===== src/rtl/spram_word_ctrl.sv =====
// Word-wide front end for a pair of SB_SPRAM256KA arrays (lo = bits 15:0, hi = bits 31:16).
// Handles valid/ready requests, byte-to-nibble mask expansion, 1-cycle read return and sleep/wake.
//
//   state   | meaning
//   --------+--------------------------------------------------------------
//   S_WAKE  | arrays out of SLEEP, waiting WAKE_CYCLES before accepting
//   S_RUN   | requests accepted while sleep_req is low
//   S_SLEEP | arrays held in SLEEP, sleep_ack high
module spram_word_ctrl #(
  parameter int WAKE_CYCLES = 4
) (
  input  logic        clk,
  input  logic        rst,
  input  logic        req_valid,
  output logic        req_ready,
  input  logic        req_we,
  input  logic [13:0] req_addr,
  input  logic [31:0] req_wdata,
  input  logic [3:0]  req_be,
  output logic        rsp_valid,
  output logic [31:0] rsp_rdata,
  input  logic        sleep_req,
  output logic        sleep_ack,
  output logic [13:0] ram_addr,
  output logic [31:0] ram_din,
  output logic [3:0]  ram_mask_lo,
  output logic [3:0]  ram_mask_hi,
  output logic        ram_wren,
  output logic        ram_cs,
  output logic        ram_sleep,
  output logic        ram_standby,
  output logic        ram_poweroff,
  input  logic [31:0] ram_dout
);

  localparam int CW = (WAKE_CYCLES > 1) ? $clog2(WAKE_CYCLES) : 1;
  localparam logic [CW-1:0] WAKE_LAST = CW'(WAKE_CYCLES - 1);

  typedef enum logic [1:0] {
    S_WAKE  = 2'd0,
    S_RUN   = 2'd1,
    S_SLEEP = 2'd2
  } state_t;

  state_t        state;
  state_t        state_nxt;
  logic [CW-1:0] wake_cnt;
  logic          wake_done;
  logic          rd_pend;
  logic          accept;

  assign wake_done = (wake_cnt == WAKE_LAST);

  always_ff @(posedge clk or posedge rst) begin
    if (rst) begin
      state <= S_WAKE;
    end else begin
      state <= state_nxt;
    end
  end

  // Counter only runs in WAKE; any other state leaves it cleared for the next wake.
  always_ff @(posedge clk or posedge rst) begin
    if (rst) begin
      wake_cnt <= '0;
    end else if (state == S_WAKE && !wake_done) begin
      wake_cnt <= wake_cnt + 1'b1;
    end else begin
      wake_cnt <= '0;
    end
  end

  always_ff @(posedge clk or posedge rst) begin
    if (rst) begin
      rd_pend <= 1'b0;
    end else begin
      rd_pend <= accept && !req_we;
    end
  end

  always_comb begin
    state_nxt = state;
    case (state)
      S_WAKE: begin
        if (wake_done) begin
          state_nxt = sleep_req ? S_SLEEP : S_RUN;
        end
      end
      S_RUN: begin
        // Hold off SLEEP until an outstanding read has returned its data.
        if (sleep_req && !rd_pend) begin
          state_nxt = S_SLEEP;
        end
      end
      S_SLEEP: begin
        if (!sleep_req) begin
          state_nxt = S_WAKE;
        end
      end
      default: state_nxt = S_WAKE;
    endcase
  end

  always_comb begin
    req_ready = 1'b0;
    sleep_ack = 1'b0;
    ram_sleep = 1'b0;
    case (state)
      S_RUN:   req_ready = !sleep_req;
      S_SLEEP: begin
        sleep_ack = 1'b1;
        ram_sleep = 1'b1;
      end
      default: ;
    endcase
  end

  assign accept = req_valid && req_ready;

  // Each byte enable covers two nibbles of the half-word array holding that byte.
  always_comb begin
    ram_cs      = accept;
    ram_wren    = accept && req_we;
    ram_addr    = req_addr;
    ram_din     = req_wdata;
    ram_mask_lo = 4'b0000;
    ram_mask_hi = 4'b0000;
    if (accept && req_we) begin
      ram_mask_lo = {req_be[1], req_be[1], req_be[0], req_be[0]};
      ram_mask_hi = {req_be[3], req_be[3], req_be[2], req_be[2]};
    end
  end

  assign rsp_valid    = rd_pend;
  assign rsp_rdata    = ram_dout;
  assign ram_standby  = 1'b0;
  assign ram_poweroff = 1'b1;

endmodule

===== config.mk =====
export PLATFORM = sky130hd
export DESIGN_NAME = spram_word_ctrl
export DESIGN_NICKNAME = d
export VERILOG_FILES = /design/src/rtl/spram_word_ctrl.sv
export SDC_FILE = /design/constraint.sdc
export NUM_CORES = 1
export LEC_CHECK = 0
export ABC_AREA = 0
export CELL_PAD_IN_SITES_DETAIL_PLACEMENT = 1
export CELL_PAD_IN_SITES_GLOBAL_PLACEMENT = 2
export CORE_AREA = 2 2 91 110
export DETAILED_ROUTE_END_ITERATION = 6
export DIE_AREA = 0 0 93 112
export GPL_ROUTABILITY_DRIVEN = 0
export GPL_TIMING_DRIVEN = 0
export PLACE_DENSITY_LB_ADDON = 0.1
export SLEW_MARGIN = 10
export SYNTH_ARGS = -nofsm -noshare
export SYNTH_HDL_FRONTEND = slang
export SYNTH_SLANG_ARGS = --single-unit

===== constraint.sdc =====
create_clock -name clk -period 2.1 [get_ports clk]
set_clock_uncertainty 0.15 [all_clocks]
set_input_delay 0.42 -clock clk [delete_from_list [all_inputs] [get_ports clk]]
set_output_delay 0.42 -clock clk [all_outputs]
set_load 0.02 [all_outputs]

==> results.json <==
{
  "slew_viol_final": 0,
  "leakage_nw": 1.04,
  "die_x_um": 93,
  "synth-seq-cells": 5,
  "grt_max_degree": 8,
  "cts-buffers-inserted": 3,
  "pwr_density_cell_nw_per_um2": 499,
  "yosysUniqueCellTypes": 15,
  "syn_nets": 201,
  "cts.hold.buffers_added": 0,
  "rows": 39,
  "clock_sinks": 5,
  "grt_pass1_wl_um": 4400,
  "final_net_count": 308,
  "io_buffers": 100,
  "r2r_slack_ps": 910,
  "hp-class": "input pin to asynchronous set/reset pin",
  "cts_tree": "built",
  "drtPass1Iterations": 4,
  "r2r_end": "rsp_valid",
  "reg2reg_from": "state[0]",
  "start_util_pct": 9.75,
  "drt-wirelength-per-cell_um": 9.59,
  "ant_nets": 0,
  "io-pin-count": 181,
  "core_um2": 9370,
  "synth_top_cells_by_area": "buf_4, dfrtp_1, and3_1",
  "cp.required_ps": 1530,
  "power_mw": 1.08,
  "finalHoldViolations": 0,
  "intPower_mw": 0.729,
  "drc_errors": 0,
  "p_clk_share_pct": 28.6,
  "synthCells": 113,
  "hpwl_um": 3020,
  "grt-ovfl-total": 0,
  "startpoint": "req_we",
  "status": "finished, final reports clean",
  "timing.final.ws_setup_ps": 66.8,
  "synth_top_area_share_pct": 69.9,
  "initialDrtViolationCount": 7,
  "clk_pin_slew_worst_paths_ps": 30,
  "cp-end-kind": "output pin",
  "vdd_drop_max_mv": 0.262,
  "clk_path_buf_depth": 2,
  "reg2regPathDepth": 2,
  "syn_to_final_growth_pct": 136,
  "rsz0062_at_grt": "no",
  "period_minus_slack_ps": 2030,
  "combPwrFrac_pct": 56.1,
  "critPathKind": "input pin to output pin",
  "fmax_ghz": 0.492,
  "htree_levels": 1,
  "cp.arrival_ps": 1460,
  "antenna_found_initial": 1,
  "vias_per_cell": 2.97,
  "worst_skew_pair.late_latency_ps": 220,
  "setup_violations": 0,
  "groute.usage.overall_pct": 5.29,
  "synthesis.area_um2": 913,
  "dieArea_um2": 10400,
  "synth_area_leader_cell": "buf_4",
  "swShare_pct": 32.2,
  "worstSetupStartpointType": "input pin",
  "cts_root_buf": "clkbuf_16",
  "first_global_vias": 998,
  "yosys_warnings": 0,
  "seqPwrFrac_pct": 15.3,
  "fillerInstances": 1128,
  "die_h_um": 112,
  "min_period_over_period_pct": 96.8,
  "drive_above_1_share_pct": 49.3,
  "wl_um": 3290,
  "cap_violations": 0,
  "ys_seq_area_share_pct": 13.7,
  "cp-endpoint": "ram_mask_hi[3]",
  "syn_avg_cell_area_um2": 8.08,
  "place_inst": 336,
  "vias": 1018,
  "dp_slack_ps": -750,
  "stdcell_count": 343,
  "p_sw_mw": 0.347,
  "crit_fanout": 6
}
## cells in the final DEF (no fill, tap or decap), types with 2 or more instances in the layout
| cell type | synthesis | layout |
|---|---|---|
| nor2_1 | 4 | 4 |
| dlygate4sd2_1 | 0 | 4 |
| buf_2 | 0 | 4 |
| clkbuf_16 | 0 | 3 |
| inv_1 | 3 | 3 |
| clkdlybuf4s50_1 | 0 | 85 |
| buf_6 | 0 | 2 |
| conb_1 | 2 | 2 |
| buf_4 | 85 | 89 |
| nand2b_1 | 2 | 2 |
| dfrtp_1 | 5 | 4 |
| and3_4 | 0 | 4 |
## sequential cells by signal, summed over array words and instances (netlist names)
register	flops
state	2
wake_cnt	2
rsp_valid	1
## metrics by stage
stage	utilization (%)	cell area [um2]	setup TNS (ps)	hold WS [ps]
floorplan	-	913	0	48.5
global placement	22.1	2070	-6770	281
detailed placement	22.1	2070	-6460	279
CTS	22.8	2140	0	270
global route	23.0	2160	0	295
finish	23.0	2160	0	262
## worst max-delay path: stages
cell and delay [ps]:
clkdlybuf4s50_1 590, and3_4 240, buf_4 100, buf_6 110
## Yosys cell counts
| cell | instances |
|---|---|
| buf_4 | 85 |
| nor2_1 | 4 |
| and2_2 | 1 |
| nor4b_1 | 1 |
| nand2b_1 | 2 |
| conb_1 | 2 |
| inv_1 | 3 |
| and4bb_4 | 1 |
| dfrtp_1 | 5 |
| and3_1 | 4 |
| a32o_1 | 1 |
| nor4_1 | 1 |
| and2b_2 | 1 |
| o32ai_1 | 1 |
| ha_1 | 1 |
## power by group through the flow
stage / sequential [mW] / clock (mW) / combinational (mW)
after floorplan: 0.158 / 0 / 0.353
after global placement: 0.170 / 0 / 0.591
after detailed placement: 0.167 / 0 / 0.593
after CTS: 0.171 / 0.314 / 0.582
after global routing: 0.168 / 0.326 / 0.646
final: 0.164 / 0.308 / 0.603
## area by class of cell
class | count | area, um2 | area share [%]
inverter | 3 | 11.3 | 0.522
clock buffer | 4 | 78.8 | 3.65
buffer | 85 | 638 | 29.6
sequential | 5 | 126 | 5.86
tap | 123 | 154 | 7.13
timing repair buffer | 102 | 987 | 45.8
antenna | 1 | 2.50 | 0.116
multi-input combinational | 20 | 159 | 7.37
## repair_timing
item / 4_1_cts / 5_1_grt
endpoints found under the setup margin: 13 / 6
hold endpoints to repair: 0 / 0
setup buffers: 0 / 2
resized for setup: 52 / 3
pin swaps: 2 / 0
## how the worst min path moves through the flow
stage                   to  slack (ps)  cells after the start
2_1_floorplan    rsp_valid          50                      1
3_3_place_gp   wake_cnt[0]         280                      1
3_5_place_dp   wake_cnt[0]         280                      1
4_1_cts        wake_cnt[0]         270                      2
5_1_grt        wake_cnt[0]         290                      2
6_report       wake_cnt[0]         260                      2
## kinds of logic after synthesis
family / share of synthesized area, %
adder cells (fa/ha/maj): 1.37
buffers and inverters: 71.1
AO/OA/AOI/OAI: 2.06
other: 0.822
AND/OR/NAND/NOR: 11.0
flip-flops: 13.7
## per-layer routing
| layer | GRT usage (%) | share of wire (%) | vias to the layer above |
|---|---|---|---|
| li1 | - | - | 482 |
| met4 | 0.294 | 0 | 0 |
| met5 | 0 | 0 | - |
| met2 | 8.89 | 48 | 99 |
| met1 | 5.24 | 32 | 437 |
| met3 | 4.53 | 20 | 0 |
No activity file was read; power rests on OpenSTA's default activity.
==> variant 1, RTL diff (same settings) <==
`WAKE_CYCLES`: 4 -> 2.
--- a/src/rtl/spram_word_ctrl.sv
+++ b/src/rtl/spram_word_ctrl.sv
@@ -7,7 +7,7 @@
 //   S_RUN   | requests accepted while sleep_req is low
 //   S_SLEEP | arrays held in SLEEP, sleep_ack high
 module spram_word_ctrl #(
-  parameter int WAKE_CYCLES = 4
+  parameter int WAKE_CYCLES = 2
 ) (
   input  logic        clk,
   input  logic        rst,
Function: changed (Yosys sat finds a counterexample within 4 cycles, from zero or initial values and one cycle with rst high).
==> variant 1 against the original RTL <==
Area after synthesis down 0.82%. Cell count up 0.29%. Routed wire length up 8.7%. Cell area decreased by 1.1%. Non-clock buffer count rose by 1. Count of clock-buffer cells in the layout shrank 1. Power decreased by 4.2%. Sequential cell count fell by 1. Worst setup slack better by 0.0032 ns. Critical path type unchanged. Largest power group unchanged.
==> variant 1: results (changes against the original RTL) <==
metric,value,unit,change
proportion of layout cells with a drive suffix above 1,47.06,%,was 49.32%
routing usage on met3,5.480,%,was 4.533%
met3 routed wirelength,753,um,was 664 um
top area cells in the synthesized netlist,"sky130_fd_sc_hd__buf_4, sky130_fd_sc_hd__dfrtp_1, sky130_fd_sc_hd__nand3b_1",,"was sky130_fd_sc_hd__buf_4, sky130_fd_sc_hd__dfrtp_1, sky130_fd_sc_hd__and3_1"
cell type of the slowest stage on the worst timing path,sky130_fd_sc_hd__dlygate4sd2_1,,was sky130_fd_sc_hd__clkdlybuf4s50_1
primary flip-flop cell chosen by synthesis mapping,sky130_fd_sc_hd__dfrtp_1,,unchanged
cell at the root of the clock tree,sky130_fd_sc_hd__clkbuf_16,,unchanged
largest net degree at the start of global routing,9,,was 8
initial antenna violation count,0,,was 1
first-pass GRT wire length,5.313,mm,was 4.402 mm
overall track demand over capacity in global routing,6.418,%,was 5.295%
worst-case clock buffer depth,2,,unchanged
mean cell area of the mapped netlist,7.809,sq um,was 8.083 sq um
length of routed met2 wiring,1.643,mm,was 1.567 mm
routed length on met1,1.158,mm,was 1.058 mm
Max VDD drop,0.1773,mV,was 0.2620 mV
Total Nets Final,310,,was 308
quantity of I/O buffers inserted on ports,100,,unchanged
most common library cells after synthesis,"sky130_fd_sc_hd__buf_4, sky130_fd_sc_hd__nor2_1, sky130_fd_sc_hd__dfrtp_1, sky130_fd_sc_hd__nand3b_1, sky130_fd_sc_hd__inv_1",,"was sky130_fd_sc_hd__buf_4, sky130_fd_sc_hd__dfrtp_1, sky130_fd_sc_hd__and3_1, sky130_fd_sc_hd__nor2_1, sky130_fd_sc_hd__inv_1"
proportion of synthesized area in mux cells,0,%,unchanged
number of distinct library cells after synthesis,13,,was 15
status,completed,,unchanged
per-cell via count in the routed design,2.980,,was 2.968
Synth Area in Compound Gates,2.072,%,was 2.055%
met1 routing resource usage after global routing,6.513,%,was 5.239%
routing usage on met2,10.19,%,was 8.889%
detailed placement HPWL,3.262,mm,was 3.015 mm
xor/xnor share of the synthesized area,0,%,unchanged
number of global-route vias before repair,1128,,was 998
maximum fanout along the worst path,8,,was 6
Pre-antenna DRT Iters,3,,was 4
fraction of the yosys area taken by sequential cells,11.05,%,was 13.70%
initial detailed-routing violation count,5,,was 7
dpl cells,339,,was 336
Biggest register,state,,
Synth Net Count,203,,was 201
most utilized layer in the global route result,met2,,unchanged
max layer used,met4,,was met3
"Cell Area, Placed",0.002061,sq mm,was 0.002068 sq mm
TritonCTS Buffers,3,,unchanged
"share of synthesized cell area in full adder, half adder and majority cells",0,%,was 1.370%
total detailed-routing wirelength,3.575,mm,was 3.290 mm
biggest cell delay along the critical path,0.26,ns,was 0.59 ns
static leakage,0.001010,uW,was 0.001036 uW
Vias,1025,,was 1018
count of inserted antenna diode cells,0,,was 1
pre-CTS setup slack,-0.5812,ns,was -0.7500 ns
number of inserted filler cells in the final layout,1143,,was 1128
==> variant 1: changes by cell type in the layout (fill, tap and decap cells not counted), moves of 2 or more <==
cell / delta
sky130_fd_sc_hd__clkbuf_2: +2
sky130_fd_sc_hd__dlygate4sd2_1: +4
sky130_fd_sc_hd__nor2_2: +3
sky130_fd_sc_hd__nor3_1: +2
sky130_fd_sc_hd__buf_2: -2
sky130_fd_sc_hd__nand3b_1: +4
sky130_fd_sc_hd__and3_4: -4
==> variant 1: power breakdown <==
| group | total, uW | switching (uW) | leakage (uW) | internal, uW |
|---|---|---|---|---|
| clock | 303 | 59.7 | 0.0000370 | 244 |
| sequential | 146 | 41.5 | 0.0000521 | 105 |
| combinational | 580 | 255 | 0.000921 | 325 |
==> variant 1: cell type report <==
class	count	area, sq um	area share [%]
tap	123	153.9	7.214
buffer	86	649.4	30.44
inverter	3	11.26	0.5279
timing repair buffer	102	979.7	45.92
sequential	4	100.1	4.692
multi-input combinational	23	163.9	7.683
clock buffer	3	75.07	3.519
==> variant 1: worst paths after layout <==
check | depth (start not counted) | startpoint | end | slack [ns]
max in group asynchronous | 2 | rst | rsp_valid | 1.41
hold / removal | 2 | rst | state[1] | 0.24
hold reg to reg | 1 | wake_cnt | wake_cnt | 0.32
setup reg to reg | 3 | state[1] | rsp_valid | 0.84
min in group clk | 1 | wake_cnt | wake_cnt | 0.32
setup / recovery | 6 | sleep_req | ram_mask_hi[3] | 0.07
==> variant 1: timing repair <==
action / CTS / global route
setup endpoints to repair: 13 / 8
hold endpoints to repair: 0 / 0
buffers inserted: 2 / 0
resized for setup: 33 / 9
pin swaps: 1 / 0
==> variant 2, RTL diff (same flow settings) <==
Made on the original files. Re-encode `state_t` (3 states) as one-hot, 3 bits wide.
--- a/src/rtl/spram_word_ctrl.sv
+++ b/src/rtl/spram_word_ctrl.sv
@@ -36,10 +36,10 @@
   localparam int CW = (WAKE_CYCLES > 1) ? $clog2(WAKE_CYCLES) : 1;
   localparam logic [CW-1:0] WAKE_LAST = CW'(WAKE_CYCLES - 1);
 
-  typedef enum logic [1:0] {
-    S_WAKE  = 2'd0,
-    S_RUN   = 2'd1,
-    S_SLEEP = 2'd2
+  typedef enum logic [2:0] {
+    S_WAKE  = 3'b001,
+    S_RUN   = 3'b010,
+    S_SLEEP = 3'b100
   } state_t;
 
   state_t        state;
Behaviour: same outputs for any inputs over 10 cycles, from zero or initial values and one cycle with rst high; not proved beyond that.
==> variant 2 against the original RTL <==
The run now ends with setup timing left. Area after synthesis up 9.0%. Routed wire length up 0.82%. Worst setup slack worse by 0.093 ns. Power down 2.2%. Hold slack better by 0.013 ns. Sequential cell count up 1. Die area unchanged. Cell area up 5.0%. Synthesized cell count up 6.2%. Critical path type is now reg2out. Largest cell class unchanged. Largest power group unchanged.
==> variant 2: results (changes against the original RTL) <==
metric,value,unit,change
share of cell area taken by flip-flops and latches,6.685,%,was 5.858%
end of the worst register-to-register path,state[2],,was rsp_valid
"Cell Area, Placed",0.002156,sq mm,was 0.002068 sq mm
maximum fanout along the worst path,5,,was 6
met1 routing resource usage after global routing,4.839,%,was 5.239%
hold slack,0.2743,ns,was 0.2618 ns
relative area of clock buffers and inverters in the final design,3.481,%,was 3.654%
r2r setup slk,0.72,ns,was 0.91 ns
quantity of gates resized following cts,68,,was 52
Mapped Cells,120,,was 113
top area cells in the synthesized netlist,"sky130_fd_sc_hd__buf_4, sky130_fd_sc_hd__dfrtp_1, sky130_fd_sc_hd__dfstp_2",,"was sky130_fd_sc_hd__buf_4, sky130_fd_sc_hd__dfrtp_1, sky130_fd_sc_hd__and3_1"
total detailed-routing wirelength,3.317,mm,was 3.290 mm
dpl cells,343,,was 336
total setup violations reported at the end of the flow,4,,was 0
pre-CTS setup slack,-0.8784,ns,was -0.7500 ns
first-pass GRT wire length,4.678,mm,was 4.402 mm
multi-input combinational area share,8.564,%,was 7.367%
number of distinct library cells after synthesis,22,,was 15
launching point of the worst reg2reg path,state[0],,unchanged
violations in the final reports,setup timing,,
multi-input gate count,25,,was 20
initial antenna violation count,0,,was 1
Max VDD drop,0.1838,mV,was 0.2620 mV
length of routed met2 wiring,1.886,mm,was 1.567 mm
Pre-antenna DRT Iters,2,,was 4
area taken by multi-input logic gates,193.9,sq um,was 158.9 sq um
count of inserted antenna diode cells,0,,was 1
number of inserted filler cells in the final layout,1131,,was 1128
Vias,1057,,was 1018
setup slack of the critical path after layout,-0.02642,ns,was 0.06680 ns
proportion of layout cells with a drive suffix above 1,49.12,%,was 49.32%
routed length on met1,915,um,was 1.058 mm
number of global-route vias before repair,1048,,was 998
status,"finished, violations left",,was completed
variant 2: cell count changes after synthesis, sizes merged, moves of 2 or more:
cell / delta
and2: +4
and3: -2
nand2b: -2
nand3b: +2
nor2: -2
nor2b: +2
variant 2: cell families after synthesis:
kind of cell	synth area share (%)
AND/OR/NAND/NOR	13.57
adder cells (fa/ha/maj)	1.256
flip-flops	15.20
other	0.7540
buffers and inverters	66.33
AO/OA/AOI/OAI	2.889
variant 2: worst max path at each step:
stage | startpoint | to | depth (start not counted)
3_5_place_dp | sleep_req | ram_mask_lo[3] | 6
5_1_grt | state[2] | ram_mask_lo[1] | 5
6_report | state[2] | ram_mask_hi[1] | 5
2_1_floorplan | state[2] | ram_mask_hi[1] | 5
4_1_cts | state[2] | ram_mask_lo[3] | 6
3_3_place_gp | sleep_req | ram_mask_hi[1] | 6
variant 2: where the power goes:
group	internal (uW)	switching, uW
logic	311	231
registers	160	33.3
clock network	252	64.1
